## src/rtl/alu_seq.sv

```systemverilog
// W-bit registered ALU: 8 ops, {n,z,cy,ov} flags, shift-add multiply.
// Latency: 1 cycle for single-cycle ops, W+1 cycles for multiply (accept edge to out_valid).
// Backpressure: accepts only in IDLE; the result and flags hold in DONE until out_ready.
module alu_seq #(
    parameter int W = 6
) (
    input  logic         clk,
    input  logic         rst_n,
    input  logic [W-1:0] a,
    input  logic [W-1:0] b,
    input  logic [2:0]   c,
    input  logic         in_valid,
    output logic         in_ready,
    output logic [W-1:0] F,
    output logic [3:0]   flags,
    output logic         out_valid,
    input  logic         out_ready
);

    typedef enum logic [1:0] {
        S_IDLE = 2'd0,
        S_MUL  = 2'd1,
        S_DONE = 2'd2
    } state_t;

    localparam logic [2:0] OP_ADD1 = 3'b000;
    localparam logic [2:0] OP_PASS = 3'b001;
    localparam logic [2:0] OP_AND  = 3'b010;
    localparam logic [2:0] OP_SUB  = 3'b011;
    localparam logic [2:0] OP_OR   = 3'b100;
    localparam logic [2:0] OP_XOR  = 3'b101;
    localparam logic [2:0] OP_MUL  = 3'b110;
    localparam logic [2:0] OP_RSVD = 3'b111;

    // Multiply runs one step per cycle; the counter starts at W and the
    // step taken while it reads 1 is the last one.
    localparam logic [W-1:0] CNT_LOAD = W'(W);
    localparam logic [W-1:0] CNT_ONE  = W'(1);

    state_t         r_state;
    state_t         w_state_nxt;

    logic [W-1:0]   r_f;
    logic [3:0]     r_flags;

    // Shift-add multiplier: multiplicand shifts left, multiplier shifts right.
    logic [2*W-1:0] r_acc;
    logic [2*W-1:0] r_mcand;
    logic [W-1:0]   r_mplr;
    logic [W-1:0]   r_cnt;

    // Single-cycle datapath
    logic [W-1:0]   w_b_opnd;
    logic           w_cin;
    logic [W:0]     w_sum;
    logic [W-1:0]   w_f1;
    logic           w_cy1;
    logic           w_ov1;
    logic [3:0]     w_flags1;

    // Multiply step
    logic [2*W-1:0] w_acc_step;
    logic           w_mul_cy;

    assign F     = r_f;
    assign flags = r_flags;

    // Single-cycle result and flags, computed straight from the live inputs;
    // only used at an accepting edge in IDLE.
    always_comb begin
        w_b_opnd = (c == OP_SUB) ? ~b : b;
        w_cin    = (c == OP_ADD1) || (c == OP_SUB);
        w_sum    = {1'b0, a} + {1'b0, w_b_opnd} + {{W{1'b0}}, w_cin};
        w_f1     = '0;
        w_cy1    = 1'b0;
        w_ov1    = 1'b0;
        case (c)
            OP_ADD1, OP_SUB: begin
                w_f1  = w_sum[W-1:0];
                w_cy1 = w_sum[W];
                // Same-sign operands producing a result of the other sign.
                w_ov1 = (a[W-1] == w_b_opnd[W-1]) && (w_sum[W-1] != a[W-1]);
            end
            OP_PASS: w_f1 = a;
            OP_AND:  w_f1 = a & b;
            OP_OR:   w_f1 = a | b;
            OP_XOR:  w_f1 = a ^ b;
            default: w_f1 = '0;
        endcase
        // Reserved opcode reports all-zero flags, z included.
        if (c == OP_RSVD) begin
            w_flags1 = 4'b0000;
        end else begin
            w_flags1 = {w_f1[W-1], (w_f1 == '0), w_cy1, w_ov1};
        end
    end

    // One shift-add step; cy reflects any product bit beyond the low W.
    always_comb begin
        w_acc_step = r_mplr[0] ? (r_acc + r_mcand) : r_acc;
        w_mul_cy   = |w_acc_step[2*W-1:W];
    end

    // Next-state and handshake outputs.
    always_comb begin
        w_state_nxt = r_state;
        in_ready    = 1'b0;
        out_valid   = 1'b0;
        case (r_state)
            S_IDLE: begin
                in_ready = 1'b1;
                if (in_valid) begin
                    w_state_nxt = (c == OP_MUL) ? S_MUL : S_DONE;
                end
            end
            S_MUL: begin
                if (r_cnt == CNT_ONE) begin
                    w_state_nxt = S_DONE;
                end
            end
            S_DONE: begin
                out_valid = 1'b1;
                if (out_ready) begin
                    w_state_nxt = S_IDLE;
                end
            end
            default: w_state_nxt = S_IDLE;
        endcase
    end

    // State register; reset wins over every handshake input.
    always_ff @(posedge clk) begin
        if (!rst_n) begin
            r_state <= S_IDLE;
        end else begin
            r_state <= w_state_nxt;
        end
    end

    // Operand capture, multiply iteration and result/flag registers.
    always_ff @(posedge clk) begin
        if (!rst_n) begin
            r_f     <= '0;
            r_flags <= '0;
            r_acc   <= '0;
            r_mcand <= '0;
            r_mplr  <= '0;
            r_cnt   <= '0;
        end else begin
            case (r_state)
                S_IDLE: begin
                    if (in_valid) begin
                        if (c == OP_MUL) begin
                            r_acc   <= '0;
                            r_mcand <= {{W{1'b0}}, a};
                            r_mplr  <= b;
                            r_cnt   <= CNT_LOAD;
                        end else begin
                            r_f     <= w_f1;
                            r_flags <= w_flags1;
                        end
                    end
                end
                S_MUL: begin
                    r_acc   <= w_acc_step;
                    r_mcand <= {r_mcand[2*W-2:0], 1'b0};
                    r_mplr  <= {1'b0, r_mplr[W-1:1]};
                    r_cnt   <= r_cnt - CNT_ONE;
                    if (r_cnt == CNT_ONE) begin
                        r_f     <= w_acc_step[W-1:0];
                        r_flags <= {w_acc_step[W-1], (w_acc_step[W-1:0] == '0),
                                    w_mul_cy, 1'b0};
                    end
                end
                default: begin
                    // DONE: result and flags hold until and after the handoff.
                end
            endcase
        end
    end

endmodule

```

## config.mk

```make
export PLATFORM = sky130hd
export DESIGN_NAME = alu_seq
export DESIGN_NICKNAME = d
export VERILOG_FILES = /design/src/rtl/alu_seq.sv
export SDC_FILE = /design/constraint.sdc
export NUM_CORES = 1
export LEC_CHECK = 0
export ABC_AREA = 1
export ABC_CLOCK_PERIOD_IN_PS = 3900
export CAP_MARGIN = 10
export CORE_MARGIN = 10
export CORE_UTILIZATION = 55
export DETAILED_ROUTE_END_ITERATION = 6
export GPL_ROUTABILITY_DRIVEN = 0
export GPL_TIMING_DRIVEN = 1
export PLACE_DENSITY = 0.89
export SLEW_MARGIN = 40
export SYNTH_ARGS = -nofsm -noshare
export SYNTH_HDL_FRONTEND = slang
export SYNTH_SLANG_ARGS = --single-unit
```

## constraint.sdc

```tcl
create_clock -name clk -period 3.9 [get_ports clk]
set_input_delay 0.78 -clock clk [delete_from_list [all_inputs] [get_ports clk]]
set_output_delay 0.78 -clock clk [all_outputs]
set_load 0.01 [all_outputs]
```

======== Word level (Yosys, flattened, before mapping) ========
Cells that the tools add are included.
operators by class
  eq/ne operators ......................... 17
  bitwise logic cells ..................... 4
  multiplexer cells ....................... 33
  reductions and logical operators ........ 12
  add/sub/neg operators ................... 4
operator list
  cell                                                 count
  two-way mux 12 bit                                   5
  two-way mux 6 bit                                    8
  case mux 12 bit (2 select lines)                     2
  case mux 6 bit (2 select lines)                      3
  case mux 6 bit (5 select lines)                      1
  two-way mux 4 bit                                    4
  adder 12 bit                                         1
  equality test 3 bit, second input constant           4
  logical NOT 6 bit                                    2
  != test 2 bit, second input constant                 5
  two-way mux 2 bit                                    4
  case mux 4 bit (2 select lines)                      1
  adder 6 x 6 -> 7 bit                                 1
  adder 7 x 1 -> 7 bit                                 1
  AND 6 bit                                            1
  equality test 3 x 2 -> 1 bit, second input constant  2
  equality test 6 x 1 -> 1 bit, second input constant  1
  inverter 6 bit                                       1
  OR 6 bit                                             1
  case mux 2 bit (3 select lines)                      1
  AND reduction 3 bit                                  2
  OR reduction 6 bit                                   1
  subtractor 6 x 1 -> 6 bit, second input constant     1
  XOR 6 bit                                            1
  other kinds (13)                                     16
word-level totals
  output and inout bits ................... 12
  flip-flop bits (word level) ............. 48
  input port bits ......................... 19
  word-level logic and storage cells ...... 77

======== Logic depth before layout (Yosys ltp) ========
Gate-level depths: netlist of run 1.
  depth in word-level cells ............... 11
  mapped depth ............................ 15
  gate-level depth less buffers ........... 15

======== Least setup slack after synthesis of run 1 ========
Ideal clock, no wire load.
  path type ............................... input to register
  start point ............................. input port c[2]
  end point ............................... register r_flags[2], in the netlist flags[2]
  data required time ...................... 3.834 ns
  library setup time ...................... 0.066 ns
  path slack .............................. 0.950 ns
  arrival time ............................ 2.884 ns
  cell stages on the path ................. 15
  path through ............................ inv_2 > nand3_4 > xor2_1 > ha_1 > nand2_4 > nand2_4 > fa_1 > or2_2 > nand3_1 > nand4_1 > nor2_1 > nand2_1 > nor2_1 > nand3b_1 > a21oi_2
on the way
  longest elaborated chain between the ends .. 10
RTL lines
  what                             RTL line    source
  from (decl)                      11          input logic [2:0] c,
  equality test 3 x 2 -> 1 bit     71, 72, 77
  two-way mux 6 bit                71          w_b_opnd = (c == OP_SUB) ? ~b : b;
  adder 6 x 6 -> 7 bit             73          w_sum = {1'b0, a} + {1'b0, w_b_opnd} + {{W{1'b0}}, w_cin};
  adder 7 x 1 -> 7 bit             73
  case mux 6 bit (5 select lines)  77          case (c)
  logical NOT 6 bit                94          w_flags1 = {w_f1[W-1], (w_f1 == '0), w_cy1, w_ov1};
  two-way mux 4 bit                91          if (c == OP_RSVD) begin
  two-way mux 4 bit                153         if (c == OP_MUL) begin
  two-way mux 4 bit                152         if (in_valid) begin
  case mux 4 bit (2 select lines)  150         case (r_state)
  to (signal assigned)             160         r_flags <= w_flags1;
  to (signal assigned)             171         r_flags <= {w_acc_step[W-1], (w_acc_step[W-1:0] == '0),
  to (decl)                        44          logic [3:0] r_flags;
Parallel ways exist; a longest one is shown, timed or not. The select of a mux whose other input is x is not followed.
A chain may end at the register's enable or synchronous reset.

======== Final worst setup path of run 1 ========
Same ends and word-level chain as after synthesis.

==> results.tsv, run 1 <==
stage	metric	value	unit
grt	grt_max_degree	36	
final_layout	area_growth	12.63	%
synth	syn_nets	575	
cts	clkLatencyLatePin	0.30	ns
cts	cts_buffer_depth	2	
synth	synth_area_leader_cell	dfxtp_1	
timing	worstMarginPinSlew	0.6922	ns
route	vias_per_cell	5.655	
route	ant_nets	0	
power_and_ir_drop	power	1.108	mW
synth	synthDistinctLibCells	40	
critical_path	cp.arrival	3.69	ns
timing	hold_violations	0	
placement	post-dp-hpwl	6879	um
cts	path_clk_slew	0.08	ns
critical_path	crit_type	in -> reg	
route	finalWirelength	8822	um
timing	fin_skew	0.01484	ns
die	pin_count	31	
timing	slew_headroom	0.5379	
timing	fin_setup_tns	0	ns
synth	yosysTopAreaCellShare	0.2772	
cts	cts.root.buffer_cell	clkbuf_8	
critical_path	start_kind	input port	
grt	grt_pass1_wl	15060	um
critical_path	path_max_fanout	7	
synth	yosysWarnings	0	
synth	yosys-top-cells-area	dfxtp_1 (28%), nand2_1 (18%), ha_1 (11%)	
route	drt-initial-drc-count	217	
cts	cts_tree	built	
grt	antenna_found_initial	0	
cts	cts_buffers	5	
cts	post_cts_buffers	0	
placement	portBuffers	30	
critical_path	endpoint_kind	flop	
timing	min_period	3.460	ns
synth	syn_inst	523	
timing	final-setup-viol-count	0	
final_layout	layout_commonest_cell	nand2_1	
grt	grt_pass1_vias	3337	
route	drc	0	
power_and_ir_drop	max-vdd-ir-drop	0.2311	mV
worst_hold_path	hold_class	reg -> reg	
timing	rsz0062_at_grt	no	
cts	numClockSinks	48	
synth	avgSynthCellArea	6.629	um2
synth	synth_seq_cells	48	
cts	ctsHoldBuffers	0	
final_layout	drive_gt1_frac	0.06375	
grt	gr-total-overflow	0	
final_layout	design_area	3905	um2
timing	fmax	289.0	MHz
final_layout	diodes	0	
final_layout	fin_nets	601	
die	start_util	0.5754	
die	coreArea	6026	um2
grt	track_usage	0.1765	
power_and_ir_drop	leakagePower	1.761	nW
final_layout	final_cell_mix	nand2_1 (169), inv_1 (56), dfxtp_1 (48)	
synth	synthesis.area	3467	um2
die	die_area	9879	um2
run	maxCapViolations	0	
placement	place_area	3814	um2
cts	cts-htree-levels	2	
die	die_height	99.40	um
power_and_ir_drop	power_density	283.7	nW/um2
synth	yosysSeqAreaShare	0.2772	
critical_path	rrSetupSlack	1.68	ns
timing	finalCritPeriodShare	0.8872	
outcome	outcome	complete, no violations	
route	vias	3529	
route	first_pass_iters	5	
route	wl_per_cell	14.14	um
critical_path	crit_required	4.13	ns
timing	slew_viol_final	0	
die	die_w	99.40	um
die	rows	28	
cts	post_cts_resized	0	
## worst max-delay path: stages
cell and delay (ns):
clkdlybuf4s50_1 0.51, inv_2 0.16, nand3_4 0.15, xor2_1 0.18, ha_1 0.35, nand2_4 0.10
nand2_4 0.06, fa_1 0.39, or2_2 0.30, nand3_1 0.08, nand4_1 0.13, nor2_1 0.13
nand2_1 0.06, nor2_1 0.10, nand3b_1 0.10, a21oi_2 0.11
## power breakdown
part | total, mW | leakage, nW | internal [mW] | switching [mW]
clock network | 0.304 | 0.0473 | 0.142 | 0.162
registers | 0.529 | 0.390 | 0.513 | 0.0161
logic | 0.275 | 1.32 | 0.113 | 0.162
## kinds of logic (layout without fill, tap and decap cells)
group / after synthesis / in the layout / synth area share
simple gates: 263 / 263 / 0.3302
flops: 48 / 48 / 0.2772
xor+xnor: 11 / 11 / 0.02779
compound gates: 91 / 91 / 0.1527
fa+ha+maj: 33 / 33 / 0.1234
buf+inv: 77 / 103 / 0.08878
## flip-flops by register name, summed over array words and instances, names as in the netlist
name / flops
F: 6
r_mcand: 12
r_cnt: 6
r_state: 2
r_acc: 12
r_mplr: 6
flags: 4
## metal layers
layer,track usage,up-vias,wire [um]
met4,0.05623,0,185
met5,0,-,0
met3,0.02561,16,385
met2,0.3121,94,4384
met1,0.2130,1650,3867
li1,-,1769,-
## synthesized netlist by cell type (all sizes together)
| library cell | count |
|---|---|
| nand2 | 176 |
| inv | 59 |
| dfxtp | 48 |
| a21oi | 41 |
| nand3 | 32 |
| nor2 | 32 |
| ha | 31 |
| o21ai | 19 |
| a31oi | 16 |
| xor2 | 8 |
| buf | 7 |
| clkbuf | 7 |
| nand4 | 7 |
| o22ai | 6 |
| nand3b | 5 |
| nor3 | 5 |
| or2 | 5 |
| a221oi | 4 |
| clkinv | 4 |
| xnor2 | 3 |
| fa | 2 |
| a21o | 1 |
| a22o | 1 |
| nor4 | 1 |
| o211ai | 1 |
| o21a | 1 |
| o31ai | 1 |
## per-stage QoR
stage,utilization,setup WS (ns),hold WS [ns],instances
floorplan,-,0.9498,0.4445,523
global placement,0.6329,0.3254,0.4559,617
detailed placement,0.6329,0.2226,0.4592,617
CTS,0.6480,0.5200,0.4709,624
global route,0.6480,0.2894,0.5010,624
finish,0.6480,0.4398,0.4752,624
## layout make-up
type	instances	area [um2]
Sequential cell	48	960.9
Clock inverter	1	8.758
Fill cell	528	2121
Timing Repair Buffer	33	322.8
Tap cell	75	93.84
Inverter	63	237.7
Multi-Input combinational cell	398	2198
Clock buffer	6	82.58
## path summary, 6_finish.rpt
kind,endpoint,cells after the start,startpoint
max,flags[2],16,c[2]
min,r_mplr[5],2,r_mplr[5]
max reg2reg,flags[2],8,r_mplr[0]
min reg2reg,r_mplr[5],2,r_mplr[5]
(Power assumes the default switching activity.)
==> run 2: changes to the inputs <==
--- a/config.mk
+++ b/config.mk
@@ -8,6 +8,7 @@
 export ABC_AREA = 1
 export ABC_CLOCK_PERIOD_IN_PS = 3900
 export CAP_MARGIN = 10
+export CORE_ASPECT_RATIO = 1.4
 export CORE_MARGIN = 10
 export CORE_UTILIZATION = 55
 export DETAILED_ROUTE_END_ITERATION = 6
==> run 2 against run 1 <==
Compared with the run above:
- sequential power hardly changed
- die area up 0.46%
- critical endpoint unchanged
- clock skew fell by 0.0045 ns
==> results.tsv, run 2 (same netlist as run 1, synthesis figures left out) <==
stage	metric	value	unit
route	wl_met3	326	um
critical_path	crit_slowest_cell	clkdlybuf4s50_1	
route	ant_nets	0	
power_and_ir_drop	max-vdd-ir-drop	0.2683	mV
worst_hold_path	worstHoldStart	flags[3]	
power_and_ir_drop	p_sw	0.3515	mW
worst_hold_path	holdPathEnd	flags[3]	
timing	slew_headroom	0.5028	
critical_path	cp_top_family	simple AND/OR/NAND/NOR gates	
timing	min_period	3.377	ns
final_layout	diodes	0	
worst_hold_path	hold_class	reg -> reg	
cts	cts.root.buffer_cell	clkbuf_8	
route	finalWirelength	9031	um
route	routed.top_layer	met4	
final_layout	layout_commonest_cell	nand2_1	
outcome	outcome	complete, no violations	
timing	final-setup-viol-count	0	
route	first_pass_iters	5	
critical_path	r2r_start	r_mplr[0]	
placement	dp.cells	614	
placement	place_area	3810	um2
die	start_util	0.5621	
power_and_ir_drop	p_int	0.8836	mW
critical_path	crit_chain	clkdlybuf4s50_1 > inv_2 > nand3_4 > xor2_1 > ha_1 > nand2_4 > nand2_4 > fa_1 > or2_2 > nand3_1 > nand4_1 > nor2_1 > nand2_1 > nor2_1 > nand3b_1 > a21oi_2	
final_layout	area_growth	13.86	%
grt	grt_max_degree	33	
grt	antenna_found_initial	0	
final_layout	drive_gt1_frac	0.06545	
final_layout	design_area	3948	um2
cts	clkLatencyLatePin	0.30	ns
timing	slew_viol_final	0	
timing	fmax	296.2	MHz
route	wl_met2	4752	um
cts	post_cts_resized	0	
cts	cts-htree-levels	2	
timing	hold-worst-slack	0.4812	ns
run	maxCapViolations	0	
final_layout	fin_nets	601	
route	wl_met1	3523	um
critical_path	cp.arrival	3.61	ns
cts	post_cts_buffers	0	
power_and_ir_drop	clkPwrFrac	0.350	
die	die_w	87.10	um
power_and_ir_drop	swShare	0.2846	
critical_path	crit_required	4.14	ns
power_and_ir_drop	power_frac_comb	0.223	
critical_path	crit_type	in -> reg	
die	pin_count	31	
timing	fin_skew	0.01036	ns
timing	rsz0062_at_grt	no	
critical_path	start_kind	input port	
route	vias	3589	
placement	post-dp-hpwl	7095	um
route	wl_per_cell	14.52	um
cts	cts_buffers	5	
cts	cts_tree	built	
power_and_ir_drop	leakagePower	1.782	nW
timing	worstMarginPinSlew	0.7401	ns
grt	grt_pass1_vias	3504	
critical_path	reg2reg_to	flags[2]	
critical_path	critPathMaxStageDelay	0.49	ns
critical_path	reg2regPathDepth	8	
route	drt-initial-drc-count	211	
die	coreArea	6168	um2
critical_path	critPathBufInv	2	
final_layout	reg_top3	r_acc x12, r_mcand x12	
critical_path	crit_start	c[2]	
power_and_ir_drop	power	1.235	mW
die	die_height	113.9	um
placement	portBuffers	30	
critical_path	endpoint_kind	flop	
route	drc	0	
power_and_ir_drop	seqPwrFrac	0.428	
final_layout	n_fill_cell	487	
grt	grt_pass1_wl	15570	um
route	vias_per_cell	5.770	
critical_path	rrSetupSlack	1.68	ns
final_layout	final_cell_mix	nand2_1 (169), inv_1 (56), dfxtp_1 (48)	
critical_path	path_max_fanout	7	
power_and_ir_drop	power_density	312.9	nW/um2
timing	finalCritPeriodShare	0.8658	
final_layout	layout.cells.non_filler	622	
worst_hold_path	whs_path_depth	2	
grt	track_usage	0.1840	
cts	numClockSinks	48	
die	die_area	9925	um2
timing	hold_violations	0	
timing	fin_setup_tns	0	ns
cts	path_clk_slew	0.10	ns
cts	cts_buffer_depth	2	
cts	ctsHoldBuffers	0	
grt	gr-total-overflow	0	
die	rows	34	
==> run 2: final cells by class <==
class / count / area, um2 / area share
multi-input combinational: 398 / 2198 / 0.5569
inverter: 63 / 237.7 / 0.06022
timing repair buffer: 33 / 322.8 / 0.08177
tap: 72 / 90.09 / 0.02282
sequential: 48 / 960.9 / 0.2434
clock inverter: 3 / 68.82 / 0.01743
clock buffer: 5 / 68.82 / 0.01743
==> run 2: worst max-delay path by stage <==
stage | end | slack (ns) | depth (start not counted)
after floorplan | flags[2] | 0.95 | 15
after global placement | flags[2] | 0.34 | 15
after detailed placement | flags[2] | 0.24 | 16
after CTS | flags[2] | 0.55 | 16
after global routing | flags[2] | 0.29 | 15
final | flags[2] | 0.52 | 16
==> run 2: power by group through the flow <==
stage / Combinational (mW) / Sequential (mW) / Clock [mW]
finish: 0.275 / 0.528 / 0.432
global placement: 0.260 / 0.538 / 0
global route: 0.305 / 0.531 / 0.455
CTS: 0.273 / 0.528 / 0.434
detailed placement: 0.271 / 0.539 / 0
floorplan: 0.169 / 0.541 / 0
==> run 2: worst register-to-register path, cell delays in order, from the launching register on <==
cell	delay, ns
dfxtp_1	0.77
clkinv_1	0.47
nand2_1	0.14
nand2_1	0.08
nor4_1	0.26
nand2_1	0.08
nor2_1	0.11
a21oi_1	0.11
a21oi_2	0.13
==> run 2: metrics by stage <==
step,util,worst slack (ns)
after floorplan,-,0.9498
after global placement,0.6176,0.3375
after detailed placement,0.6176,0.2443
after CTS,0.6400,0.5462
after global routing,0.6400,0.2930
final,0.6400,0.5233
==> run 2: metal layers <==
| metal | global-route usage | vias to the layer above |
|---|---|---|
| met5 | 0 | - |
| li1 | - | 1768 |
| met2 | 0.3395 | 114 |
| met1 | 0.1934 | 1671 |
| met3 | 0.02568 | 36 |
| met4 | 0.09488 | 0 |
==> run 3: changes to the inputs <==
--- a/config.mk
+++ b/config.mk
@@ -7,7 +7,7 @@
 export LEC_CHECK = 0
 export ABC_AREA = 1
 export ABC_CLOCK_PERIOD_IN_PS = 3900
-export CAP_MARGIN = 10
+export CAP_MARGIN = 20
 export CORE_ASPECT_RATIO = 1.4
 export CORE_MARGIN = 10
 export CORE_UTILIZATION = 55
@@ -15,6 +15,7 @@
 export GPL_ROUTABILITY_DRIVEN = 0
 export GPL_TIMING_DRIVEN = 1
 export PLACE_DENSITY = 0.89
+export REMOVE_ABC_BUFFERS = 1
 export SLEW_MARGIN = 40
 export SYNTH_ARGS = -nofsm -noshare
 export SYNTH_HDL_FRONTEND = slang
==> run 3 against run 2 <==
Compared with the run above:
- final area is 1.0% lower
- critical path depth unchanged
- fmax increased by 0.72%
- global-route usage down 0.47 points
- register-to-register slack better by 0.02 ns
- critical path type unchanged
==> results.tsv, run 3 (same netlist as run 1, synthesis figures left out) <==
stage	metric	value	unit
outcome	outcome	complete, no violations	
grt	gr-usage-met1	0.1854	
grt	grt_max_degree	33	
timing	fmax	298.3	MHz
critical_path	crit_type	in -> reg	
critical_path	endpoint_kind	flop	
final_layout	drive_gt1_frac	0.06715	
route	vias	3565	
route	drt-initial-drc-count	207	
cts	cts_buffers	5	
route	wl_per_cell	14.26	um
grt	grt_use_met3	0.02282	
die	die_height	113.9	um
timing	hold_violations	0	
grt	grt-busiest-layer	met2	
final_layout	area_growth	12.67	%
timing	min_period	3.352	ns
final_layout	layout_commonest_cell	nand2_1	
grt	track_usage	0.1792	
cts	cts.root.buffer_cell	clkbuf_8	
final_layout	diodes	0	
die	start_util	0.5621	
die	rows	34	
cts	ctsHoldBuffers	0	
route	ant_nets	0	
die	pin_count	31	
cts	numClockSinks	48	
cts	path_clk_slew	0.09	ns
critical_path	cp.arrival	3.60	ns
timing	final-setup-viol-count	0	
die	die_area	9925	um2
timing	setup_slack	0.5476	ns
cts	cts_buffer_depth	2	
die	coreArea	6168	um2
critical_path	start_kind	input port	
placement	portBuffers	30	
timing	fin_setup_tns	0	ns
final_layout	reg_top3	r_acc x12, r_mcand x12	
timing	slew_headroom	0.4801	
power_and_ir_drop	leakagePower	1.762	nW
route	first_pass_iters	5	
timing	slew_viol_final	0	
grt	grt_pass1_wl	15040	um
grt	grt_pass1_vias	3449	
critical_path	critPathMaxStageDelay	0.49	ns
timing	rsz0062_at_grt	no	
final_layout	fin_nets	603	
critical_path	crit_required	4.14	ns
route	drc	0	
cts	post_cts_buffers	0	
power_and_ir_drop	max-vdd-ir-drop	0.2091	mV
grt	antenna_found_initial	0	
critical_path	crit_chain	clkdlybuf4s50_1 > inv_2 > nand3_4 > xor2_1 > ha_1 > nand2_4 > nand2_4 > fa_1 > or2_2 > nand3_1 > nand4_1 > nor2_1 > nand2_1 > nor2_1 > nand3b_1 > a21oi_2	
cts	clkLatencyLatePin	0.31	ns
power_and_ir_drop	power_density	280.3	nW/um2
placement	post-dp-hpwl	6886	um
die	die_w	87.10	um
timing	worstMarginPinSlew	0.7738	ns
route	finalWirelength	8883	um
critical_path	critPathBufInv	2	
critical_path	path_max_fanout	5	
timing	fin_skew	0.01133	ns
placement	post-place-ws	0.3029	ns
run	maxCapViolations	0	
cts	cts_tree	built	
grt	met2_usage	0.3341	
critical_path	cp_top_family	simple AND/OR/NAND/NOR gates	
cts	post_cts_resized	0	
worst_hold_path	hold_class	reg -> reg	
final_layout	final_cell_mix	nand2_1 (169), inv_1 (56), dfxtp_1 (48)	
cts	cts-htree-levels	2	
timing	hold-worst-slack	0.4777	ns
grt	gr-total-overflow	0	
route	vias_per_cell	5.722	
timing	finalCritPeriodShare	0.8596	
critical_path	crit_slowest_cell	clkdlybuf4s50_1	
run 3: cell types whose count changed in the layout (fill, tap and decap cells not counted), sizes merged:
cell	previous run	this run
clkinv	4	5
bufinv	2	0
inv	60	59
buf	3	5
clkinvlp	0	1
run 3: layout make-up:
class,instances,area (um2)
multi-input combinational,398,2198
fill,533,2262
sequential,48,960.9
clock inverter,2,12.51
clock buffer,5,68.82
tap,72,90.09
timing repair buffer,35,337.8
inverter,63,237.7
run 3: worst register-to-register path, delay by kind of cell (launching register included):
kind,cells,cell delay [ns]
AND/OR/NAND/NOR,5,0.75
flip-flops,1,0.74
buffers and inverters,1,0.44
AO/OA/AOI/OAI,2,0.22
run 3: final timing paths:
check	start	endpoint	slack, ns	cells after the start
hold / removal	F[5]	F[5]	0.48	2
hold reg to reg	F[5]	F[5]	0.48	2
setup reg to reg	r_mplr[0]	flags[2]	1.70	8
setup / recovery	c[2]	flags[2]	0.55	16
run 3: routing by layer:
layer,part of all wire,up-vias
met5,0,-
met4,0.030,0
met3,0.028,24
met2,0.54,107
met1,0.40,1655
li1,-,1779
run 3: through the flow:
step / area, um2 / cells / power [mW] / util
finish: 3906 / 623 / 1.095 / 0.6333
global route: 3906 / 623 / 1.144 / 0.6333
CTS: 3906 / 623 / 1.092 / 0.6333
detailed placement: 3825 / 616 / 0.8100 / 0.6201
global placement: 3825 / 616 / 0.7987 / 0.6201
floorplan: 3397 / 509 / 0.7016 / -
run 3: where the power goes:
part / switching [mW] / total (mW) / internal, mW
clock network: 0.169 / 0.290 / 0.122
logic: 0.161 / 0.275 / 0.114
registers: 0.0170 / 0.530 / 0.513
total: 0.347 / 1.10 / 0.748
